[src/rtl/adr_pkg.sv]
// Shared definitions for the ADR mode/complete latch: FSM state encoding and
// default trigger/timeout constants.
package adr_pkg;

  localparam int STATE_W = 2;

  typedef enum logic [STATE_W-1:0] {
    ST_RSM   = 2'd0,
    ST_WAIT  = 2'd1,
    ST_ARMED = 2'd2,
    ST_S5    = 2'd3
  } adr_state_t;

  localparam logic [7:0] BIOS_LATCH_CODE_DEF = 8'hB0;
  localparam int         TIMEOUT_2MHZ_1S     = 2000000;

endpackage

[src/rtl/adr_sync.sv]
// Generic N-stage flop synchroniser with asynchronous reset to RST_VAL.
module adr_sync #(
  parameter int   STAGES  = 2,
  parameter logic RST_VAL = 1'b0
) (
  input  logic clk,
  input  logic rst,
  input  logic d,
  output logic q
);

  logic [STAGES-1:0] sync_reg;

  always_ff @(posedge clk or posedge rst) begin
    if (rst) begin
      sync_reg <= {STAGES{RST_VAL}};
    end else begin
      sync_reg <= {sync_reg[STAGES-2:0], d};
    end
  end

  assign q = sync_reg[STAGES-1];

endmodule

[src/rtl/adr_latch_multi.sv]
// ADR mode/complete latch: captures PCH ADR mode straps once the BIOS post code
// is stable, gates ADR-complete until capture. Optional WAIT timeout: ADR_LATCH_TIMEOUT_EN.
module adr_latch_multi
  import adr_pkg::*;
#(
  parameter int                MODE_W          = 2,
  parameter int                CMPL_N          = 1,
  parameter logic [7:0]        LATCH_CODE      = BIOS_LATCH_CODE_DEF,
  parameter int                CODE_STABLE_CYC = 4,
  parameter int                SYNC_STAGES     = 2,
  parameter int                TIMEOUT_CYC     = TIMEOUT_2MHZ_1S,
  parameter logic [MODE_W-1:0] DEFAULT_MODE    = {MODE_W{1'b0}}
) (
  input  logic              iClk,
  input  logic              iRst,
  input  logic [MODE_W-1:0] iAdrMode,
  input  logic [CMPL_N-1:0] iAdrCmpl,
  input  logic [7:0]        iBiosPostCodes,
  input  logic              iSlpS5_n,
  input  logic              iAdrAck,
  input  logic              iRsmRst_n,
  output logic [MODE_W-1:0] oAdrMode,
  output logic [CMPL_N-1:0] oAdrCmpl,
  output logic              oAdrAck,
  output logic              oLatched,
  output logic [1:0]        oState,
  output logic              oTimeout
);

  localparam logic [7:0] STABLE = 8'(CODE_STABLE_CYC);

  adr_state_t        state_reg, state_next;
  logic [7:0]        cnt_reg, cnt_next;
  logic [MODE_W-1:0] mode_reg;
  logic              latched_reg;
  logic              rsm_s;
  logic              match, hit, capture, timeout_fire;

  adr_sync #(
    .STAGES (SYNC_STAGES),
    .RST_VAL(1'b0)
  ) u_rsm_sync (
    .clk(iClk),
    .rst(iRst),
    .d  (iRsmRst_n),
    .q  (rsm_s)
  );

  // A saturated count still qualifies, so a code held across S5 exit latches at once.
  assign match    = (iBiosPostCodes == LATCH_CODE);
  assign hit      = match && (cnt_reg >= (STABLE - 8'd1));
  assign cnt_next = !match ? 8'd0 : ((cnt_reg == STABLE) ? cnt_reg : cnt_reg + 8'd1);

  always_comb begin
    state_next = state_reg;
    capture    = 1'b0;
    if (!rsm_s) begin
      state_next = ST_RSM;
    end else begin
      case (state_reg)
        ST_RSM:   state_next = ST_WAIT;
        ST_WAIT: begin
          if (!iSlpS5_n) begin
            state_next = ST_S5;
          end else if (hit) begin
            capture    = 1'b1;
            state_next = ST_ARMED;
          end
        end
        ST_ARMED: if (!iSlpS5_n) state_next = ST_S5;
        ST_S5:    if (iSlpS5_n) state_next = ST_WAIT;
        default:  state_next = ST_RSM;
      endcase
    end
  end

  always_ff @(posedge iClk or posedge iRst) begin
    if (iRst) begin
      state_reg   <= ST_RSM;
      cnt_reg     <= 8'd0;
      mode_reg    <= '0;
      latched_reg <= 1'b0;
    end else begin
      state_reg <= state_next;
      cnt_reg   <= cnt_next;
      if (capture) begin
        mode_reg    <= iAdrMode;
        latched_reg <= 1'b1;
      end else if (timeout_fire) begin
        mode_reg <= DEFAULT_MODE;
      end
    end
  end

`ifdef ADR_LATCH_TIMEOUT_EN
  localparam logic [20:0] TO_LAST = 21'(TIMEOUT_CYC - 1);

  logic [20:0] tcnt_reg;
  logic        timeout_reg;
  logic        stay_wait;

  // Counter holds at its last value so the default mode stays forced while waiting.
  assign stay_wait    = (state_reg == ST_WAIT) && (state_next == ST_WAIT);
  assign timeout_fire = stay_wait && (tcnt_reg == TO_LAST);

  always_ff @(posedge iClk or posedge iRst) begin
    if (iRst) begin
      tcnt_reg    <= 21'd0;
      timeout_reg <= 1'b0;
    end else begin
      if (!stay_wait) begin
        tcnt_reg <= 21'd0;
      end else if (tcnt_reg != TO_LAST) begin
        tcnt_reg <= tcnt_reg + 21'd1;
      end
      if (capture) begin
        timeout_reg <= 1'b0;
      end else if (timeout_fire) begin
        timeout_reg <= 1'b1;
      end
    end
  end

  assign oTimeout = timeout_reg;
`else
  logic cfg_unused;
  assign cfg_unused   = ^TIMEOUT_CYC;
  assign timeout_fire = 1'b0;
  assign oTimeout     = 1'b0;
`endif

  assign oAdrMode = mode_reg;
  assign oLatched = latched_reg;
  assign oState   = state_reg;
  assign oAdrAck  = rsm_s ? iAdrAck : 1'b1;
  assign oAdrCmpl = iAdrCmpl & {CMPL_N{state_reg == ST_ARMED}};

endmodule

[config.mk]
export PLATFORM = sky130hd
export DESIGN_NAME = adr_latch_multi
export DESIGN_NICKNAME = d
export VERILOG_FILES = /design/src/rtl/adr_pkg.sv /design/src/rtl/adr_sync.sv /design/src/rtl/adr_latch_multi.sv
export SDC_FILE = /design/constraint.sdc
export NUM_CORES = 1
export LEC_CHECK = 0
export ABC_AREA = 1
export ABC_CLOCK_PERIOD_IN_PS = 2130
export CORE_UTILIZATION = 47
export CTS_CLUSTER_DIAMETER = 120
export DETAILED_ROUTE_END_ITERATION = 6
export PLACE_DENSITY = 0.87
export SLEW_MARGIN = 20
export SYNTH_ARGS = -nofsm -noshare
export SYNTH_HDL_FRONTEND = slang
export SYNTH_HIERARCHICAL = 1
export SYNTH_SLANG_ARGS = --single-unit
export TNS_END_PERCENT = 20
[constraint.sdc]
create_clock -name iClk -period 2.13 [get_ports iClk]
set_clock_uncertainty 0.2 [all_clocks]
set_input_delay 0.3195 -clock iClk [delete_from_list [all_inputs] [get_ports iClk]]
set_output_delay 0.3195 -clock iClk [all_outputs]
set_load 0.01 [all_outputs]
==> summary.txt, run 1 <==
Timing
  • Final setup margin: 0.0501 ns
  • Fmax: 481 MHz
  • Period utilization: between 90% and 100%
  • Unrepaired setup endpoints after global routing: no
  • Pins Over Slew Limit: 0
  • Hold Vio Cnt, Final: 0
  • Final min period: 2.08 ns
  • Setup_tns: 0 ns
  • Setup violators final: 0

Routing
  • Drt pass-1 iters: 4
  • Post-DRT Antenna Nets: 0
  • Drt initial violations: 7
  • WL/cell: 9.90 um
  • Via density per instance: about 4.6
  • Via count: a little under 800
  • Drt total wl: between 1.5 and 2 mm
  • DRC Markers: 0

GRT
  • Global-route wire length before repair: 2.79 mm
  • Vias in the first global route: 711
  • Initial antenna violation count: 0
  • Total track usage: a little under a fifth
  • GRT overflow: 0
  • Largest net degree at the start of global routing: 14

Setup path
  • CP peak stage delay: between 0.5 and 0.6 ns
  • Critical path class: reg -> out
  • CP Cell Sequence: inv_1, ha_2, nand2_1, inv_1, clkdlybuf4s50_1
  • Cell family with most CP delay: buffers and inverters
  • Buf/Inv on CP: 3
  • CP endpoint kind: output port
  • Worst Path Required: around 1.6 ns
  • CP most frequent cell: inv_1
  • CP startpoint kind: register
  • Critical Path AT: about 1.6 ns
  • Max FO, Critical Path: 3
  • Slowest-stage cell, CP: clkdlybuf4s50_1

Floorplan
  • Die area: between 0.002 and 0.0025 mm^2
  • Die Y: 46.0 um
  • Placeable Area: around 0.0018 mm^2
  • Starting Density: between 50% and 60%
  • Site Rows: 15
  • Die X: approximately 46 um
  • # IOs: 24

Final layout
  • Diodes inserted: 0
  • # nets final: around 160
  • Proportion of layout cells with a drive suffix above 1: about a fifth
  • FILL cells: approximately 140
  • Syn-to-layout area delta: 33.3%
  • Final Util: 68.7%
  • Max reg flops: 8
  • Layout Cells excl Fill: about 170

Synthesis
  • Register area share after synthesis: between 40 and 50%
  • #FFs+latches synth: 15
  • Avg Inst Size Synth: ~8 um^2
  • Syn_nets: ~130
  • Synthesized area: slightly above 900 um^2
  • Mapped Cells: 113
  • Yosys cell types: 23
  • Synth warnings: 6

Job
  • Max Cap Viol: 0

CTS
  • Post-CTS Hold Buffers: 0
  • Clock buffers created by TritonCTS: 3
  • CTS sink cnt: 15
  • Worst-path clk slew: ~0.09 ns
  • CTS tree: done
  • Clock Path Buffers: 2
  • Clk Latency, worst-skew pair: approximately 0.29 ns
  • Root buffer cell: clkbuf_4
  • CTS H-tree lvls: 1

Placement
  • DP HPWL: 1.24 mm
  • Placer congestion estimate: approximately 0.83
  • Setup WS pre-CTS: around 0.14 ns
  • # placed instances: 159
  • Port bufs: 22

Outcome
  • Run status: complete, no violations

Power and ir drop
  • Design Power: between 0.7 and 0.8 mW
  • Pwr per Cell Area: between 600 and 700 mW/mm^2
  • Leakage: 0.627 nW
  • VDD IR max: 477 uV

Min path
  • HP Class: in -> async
## layout make-up
cell class | instances | area, um^2 | share of cell area (%)
Multi-Input combinational cell | 75 | 445 | 36.8
Sequential cell | 15 | 375 | 31.0
Timing Repair Buffer | 26 | 250 | 20.7
Inverter | 22 | 82.6 | 6.82
Tap cell | 25 | 31.3 | 2.58
Clock buffer | 4 | 26.3 | 2.17
## stage by stage
| step | hold slack, ns | cell area (um^2) |
|---|---|---|
| final | 0.0105 | 1210 |
| after global routing | 0.0145 | 1210 |
| after CTS | 0.00728 | 1190 |
| after detailed placement | 0.136 | 1150 |
| after global placement | 0.137 | 1150 |
| after floorplan | -0.139 | 908 |
## cell usage after synthesis (all sizes together)
cell type	count	area share, %
nand2	26	13
buf	1	0.83
xor2	2	1.9
inv	22	9.1
conb	1	0.41
nor3	1	0.55
a21oi	3	1.7
o21ai	7	4.3
nor2	18	11
nand3	9	6.1
or2	2	1.4
dfrtp	15	41
ha	5	6.9
nand4	1	0.69
## cell families after synthesis
family,after synthesis,synth area share (%)
flip-flops,15,41.3
AND/OR/NAND/NOR,57,33.6
adder cells (fa/ha/maj),5,6.89
buffers and inverters,23,9.92
other,1,0.413
AO/OA/AOI/OAI,10,5.92
XOR/XNOR,2,1.93
## worst register-to-register path: cells and delay by family (launching register included)
family                     cells  cell delay, ns
DFF                            1            0.42
and+or+nand+nor                5            0.60
adders and majority gates      1            0.25
## timing repair
item,in CTS,in global routing
gates resized for setup,0,1
setup endpoints to repair,1,1
setup buffers,1,3
## cells in the final DEF (no fill, tap or decap), drive strengths merged, types with 2 or more instances in the layout
master | Yosys | routed
a21oi | 3 | 3
buf | 1 | 4
clkbuf | 0 | 4
clkdlybuf4s50 | 0 | 22
dfrtp | 15 | 15
ha | 5 | 5
inv | 22 | 22
nand2 | 26 | 26
nand3 | 9 | 9
nor2 | 18 | 18
o21ai | 7 | 7
or2 | 2 | 2
xor2 | 2 | 2
## worst paths after layout
path	start	end	slack (ns)	depth (start not counted)
worst max-delay path	oState[0]	oAdrCmpl	0.05	5
worst min-delay path	iRst	u_rsm_sync/sync_reg[0]	0.01	2
worst max register to register	cnt_reg[0]	oLatched	0.56	6
worst min register to register	u_rsm_sync/sync_reg[0]	u_rsm_sync/sync_reg[1]	0.15	0
max in group asynchronous	iRst	cnt_reg[7]	1.23	2
min in group iClk	u_rsm_sync/sync_reg[0]	u_rsm_sync/sync_reg[1]	0.15	0
## where the power goes
part	internal, mW	leakage [nW]	switching (mW)
Clock	0.0728	0.0150	0.0891
Sequential	0.305	0.203	0.0186
Combinational	0.158	0.409	0.124
Total	0.535	0.627	0.232
## routing by layer
metal	vias to the layer above	part of all wire, %	global-route usage (%)
met5	-	0	0
met4	0	1.6	8.82
met3	5	3.3	5.95
met2	16	54	32.7
met1	353	41	21.5
li1	398	-	-
No activity file was read; power rests on OpenSTA's default activity.
==> inputs of run 2 (changes only) <==
--- a/config.mk
+++ b/config.mk
@@ -7,10 +7,12 @@
 export LEC_CHECK = 0
 export ABC_AREA = 1
 export ABC_CLOCK_PERIOD_IN_PS = 2130
-export CORE_UTILIZATION = 47
+export CELL_PAD_IN_SITES_DETAIL_PLACEMENT = 0
+export CELL_PAD_IN_SITES_GLOBAL_PLACEMENT = 1
+export CORE_UTILIZATION = 34
 export CTS_CLUSTER_DIAMETER = 120
 export DETAILED_ROUTE_END_ITERATION = 6
-export PLACE_DENSITY = 0.87
+export PLACE_DENSITY = 0.86
 export SLEW_MARGIN = 20
 export SYNTH_ARGS = -nofsm -noshare
 export SYNTH_HDL_FRONTEND = slang
==> summary.txt, run 2 (synthesis results as in run 1) <==
Placement
  • DP HPWL: between 1 and 1.5 mm
  • # placed instances: around 160
  • Setup WS pre-CTS: ~0.14 ns
  • Dpl cell area: 0.00116 mm^2
  • Port bufs: 22
  • Placer congestion estimate: 0.821

Power and ir drop
  • Pwr per Cell Area: a little over 600 mW/mm^2
  • VDD IR max: roughly 330 uV
  • Leakage: ~0.64 nW

GRT
  • Largest net degree at the start of global routing: 14
  • Total track usage: ~14%
  • Vias in the first global route: ~740
  • GRT overflow: 0
  • Initial antenna violation count: 0
  • Global-route wire length before repair: 2.92 mm

CTS
  • CTS H-tree lvls: 1
  • Root buffer cell: clkbuf_4
  • Worst-path clk slew: 0.08 ns
  • Clock buffers created by TritonCTS: 3
  • CTS tree: done
  • Clk Latency, worst-skew pair: around 0.29 ns
  • Post-CTS Hold Buffers: 0
  • Clock Path Buffers: 2
  • CTS sink cnt: 15

Routing
  • Wire length on met3: 114 um
  • DRC Markers: 0
  • Via density per instance: 4.56
  • Drt total wl: roughly 1.6 mm
  • Top Layer Used: met4
  • WL/cell: approximately 9.5 um
  • Drt pass-1 iters: 4
  • Post-DRT Antenna Nets: 0
  • Metal-1 WL: between 700 and 800 um
  • Via count: slightly below 800
  • Drt initial violations: 9
  • Metal2 WL: 783 um

Setup path
  • Worst Path Required: approximately 1.6 ns
  • R2R setup slack: 0.51 ns
  • R2r endpoint: oLatched
  • CP startpoint kind: register
  • Critical Path AT: roughly 1.5 ns
  • CP endpoint kind: output port
  • Critical path class: reg -> out
  • Reg-to-reg critical path startpoint: cnt_reg[0]
  • CP endpoint: oAdrAck
  • Critical Path Source: u_rsm_sync/sync_reg[1]
  • Worst r2r path cells: 6
  • Max FO, Critical Path: 4

Timing
  • Pins Over Slew Limit: 0
  • Final setup margin: between 0.1 and 0.15 ns
  • Slew @ Worst Pin: about 0.50 ns
  • Final min period: 2.00 ns
  • Hold Vio Cnt, Final: 0
  • Fmax: around 500 MHz
  • Setup_tns: 0 ns
  • Period utilization: between 90% and 100%
  • Unrepaired setup endpoints after global routing: no
  • Setup violators final: 0
  • Max_slew headroom: between 60 and 70%

Floorplan
  • Site Rows: 18
  • # IOs: 24
  • Placeable Area: 0.00250 mm^2
  • Die Y: about 54 um
  • Die X: about 54 um
  • Die area: between 0.002 and 0.003 mm^2
  • Starting Density: 36.3%

Outcome
  • Run status: complete, no violations

Job
  • Max Cap Viol: 0

Min path
  • HP Class: in -> async

Final layout
  • Proportion of layout cells with a drive suffix above 1: 20.7%
  • Most frequent cells in the layout: clkdlybuf4s50_1 (21), nand2_1 (20), inv_1 (15), dfrtp_1 (15), nor2_1 (13)
  • Diodes inserted: 0
  • # nets final: between 150 and 200
  • Final Util: 48.2%
  • Finished Cell Area: ~0.0012 mm^2
  • Commonest non-fill, non-tap cell in the layout: clkdlybuf4s50_1
  • Layout Cells excl Fill: 170
  • Syn-to-layout area delta: 32.8%
  • Max reg flops: 8
==> run 2: where the power goes <==
part / switching [mW] / total (mW) / internal [mW] / leakage [nW]
sequential: 0.0154 / 0.320 / 0.304 / 0.203
clock: 0.0923 / 0.162 / 0.0697 / 0.0177
combinational: 0.118 / 0.256 / 0.139 / 0.416
total: 0.225 / 0.738 / 0.513 / 0.637
==> run 2: cell type report <==
cell class                      instances  area [um^2]
Fill cell                             253         1290
Multi-Input combinational cell         75          445
Clock inverter                          1         5.00
Clock buffer                            3         22.5
Timing Repair Buffer                   24          238
Tap cell                               30         37.5
Inverter                               22         82.6
Sequential cell                        15          375
==> run 2: through the flow <==
step	hold WS, ns	power [mW]
after floorplan	-0.139	0.459
after global placement	0.145	0.549
after detailed placement	0.142	0.555
after CTS	0.0212	0.733
after global routing	0.0329	0.799
final	0.0177	0.738
==> run 2: per-layer routing <==
layer  vias up  track usage [%]
met5         -                0
met1       352             15.4
met2        23             26.1
li1        398                -
met3         2             5.08
met4         0             3.95
==> run 2: worst min path at each step <==
stage / from / endpoint / slack (ns)
final: iRst / u_rsm_sync/sync_reg[0] / 0.02
after global routing: iRst / u_rsm_sync/sync_reg[0] / 0.03
after detailed placement: u_rsm_sync/sync_reg[0] / u_rsm_sync/sync_reg[1] / 0.14
after global placement: u_rsm_sync/sync_reg[0] / u_rsm_sync/sync_reg[1] / 0.15
after CTS: iRst / u_rsm_sync/sync_reg[0] / 0.02
after floorplan: iRst / u_rsm_sync/sync_reg[0] / -0.14
==> run 2: timing repair <==
item / CTS / global route
resized for setup: 0 / 2
buffers inserted: 1 / 1
endpoints found under the setup margin: 1 / 1
==> run 2: worst max-delay path, stage by stage, from the launching register on <==
cell             delay, ns
dfrtp_1               0.38
inv_1                 0.09
or2_2                 0.27
clkdlybuf4s50_1       0.47
==> edit, RTL diff (settings of run 1) <==
Add a define of `ADR_LATCH_TIMEOUT_EN`.
--- a/src/rtl/adr_latch_multi.sv
+++ b/src/rtl/adr_latch_multi.sv
@@ -2,2 +2,4 @@
 // is stable, gates ADR-complete until capture. Optional WAIT timeout: ADR_LATCH_TIMEOUT_EN.
+`define ADR_LATCH_TIMEOUT_EN
+
 module adr_latch_multi
Function: no difference found for any inputs over 10 cycles, from zero or initial values and one cycle with iRst high; that may be too few to reach the edited logic, so the function may still have changed.
==> edit against run 1 <==
  * Synthesized area grew 130%
  * Non-clock buffer count is 3 higher
  * Design area rose by 110%
  * Setup slack improved by 31 ps
  * Sequential cell count grew 22
  * Wire length grew to 2.6 times the old value
  * Sequential power increased by 120%
  * Total power increased by 80%
  * Worst hold slack improved by 150 ps
  * Final cell count rose by 100%
  * Largest power group unchanged
==> edit: results (changes against run 1) <==
| Metric | Value |
|---|---|
| Wire length per cell | `12.8 um (+30%)` |
| Setup ws final | `81.1 ps (+31.0 ps)` |
| Signal buffers | `29 (+12%)` |
| Port Buffers | `23 (+4.5%)` |
| Run status | `finished clean` |
| Post-DP HPWL | `3.20 mm (+160%)` |
| Synth unique cells | `30 (+30%)` |
| Fin util | `61.4% (-7.3 points)` |
| FF-to-FF path depth | `9 (+3)` |
| All-Layer GR Usage | `21.6% (+2.4 points)` |
| Share of layout cells above drive strength 1 | `15.8% (-5.3 points)` |
| R2R Path End | `tcnt_reg[7]` |
| Synth top area share | `44.6% (+3.2 points)` |
| Routed vias/inst | `5.24 (+13%)` |
| Fraction of area in registers | `36.7% (+5.7 points)` |
| Final clock-cell share | `4.01% (+1.8 points)` |
| Post-synthesis sequential area ratio | `44.6% (+3.2 points)` |
| Synth cell count leaders | `37 x dfrtp_1, 36 x nand2_1, 34 x nor2_1` |
| Final wirelength | `4.29 mm (+160%)` |
| Syn_nets | `268 (+100%)` |
| Final non-clock buffer share | `11.6% (-9.1 points)` |
| Gp weighted congestion | `0.839 (+0.76%)` |
| R2R Setup Slk | `130 ps (-430 ps)` |
| Min Hold Slack | `161 ps (+151 ps)` |
| DRT iter0 DRCs | `131 (+124)` |
| Leak | `1.07 nW (+71%)` |
| FILL cells | `341 (+140%)` |
| Crit path to | `oAdrAck` |
| Multi-In Gates | `171 (+130%)` |
| Syn Inst Count | `249 (+120%)` |
| Crit path from | `u_rsm_sync/sync_reg[1]` |
| Hold Crit Class | `reg2reg` |
| CP max FO | `4 (+1)` |
| Synth area leaders | `dfrtp_1 45%, nand2_1 6.5%, nor2_1 6.1%` |
| Post-DP Area | `0.00240 mm2 (+110%)` |
| Multi-input combinational area share | `39.4% (+2.7 points)` |
| Post-CTS Repair Setup Buffers | `0 (-1)` |
| First-pass GRT wire length | `7.24 mm (+160%)` |
| Largest register FFs | `21 (+13)` |
| Pwr dens | `546 mW/mm2 (-14%)` |
| Placed Cells incl. Taps | `325 (+100%)` |
| VDD IR max | `0.332 mV (-30%)` |
| Vias in the first global route | `1662 (+130%)` |
| Net Sw Frac | `23.2% (-7.1 points)` |
| # clk buffers | `7 (+3)` |
| Largest net degree at the start of global routing | `36 (+22)` |
| Nets | `302 (+84%)` |
| Place WS | `52.9 ps (-91.7 ps)` |
| Crit-path slowest cell | `clkdlybuf4s50_1` |
edit: routing by layer:
| metal | track usage [%] | up-vias | part of all wire (%) | wire, um |
|---|---|---|---|---|
| li1 | - | 872 | - | - |
| met1 | 26.6 | 824 | 46 | 1950 |
| met2 | 35.8 | 44 | 48 | 2060 |
| met3 | 5.10 | 10 | 4.2 | 182 |
| met4 | 9.38 | 0 | 2.2 | 93 |
| met5 | 0 | - | 0 | 0 |
edit: cell families after synthesis:
family,count (synthesis),synth area share [%]
buffers and inverters,41,7.83
adder cells (fa/ha/maj),3,1.81
XOR/XNOR,14,5.90
AND/OR/NAND/NOR,128,32.0
flip-flops,37,44.6
AO/OA/AOI/OAI,26,7.89
edit: what timing repair did:
action | 4_1_cts | 5_1_grt
endpoints found under the setup margin | 0 | 4
hold buffers | 1 | 0
resized for setup | 0 | 2
hold endpoints to repair | 2 | 0
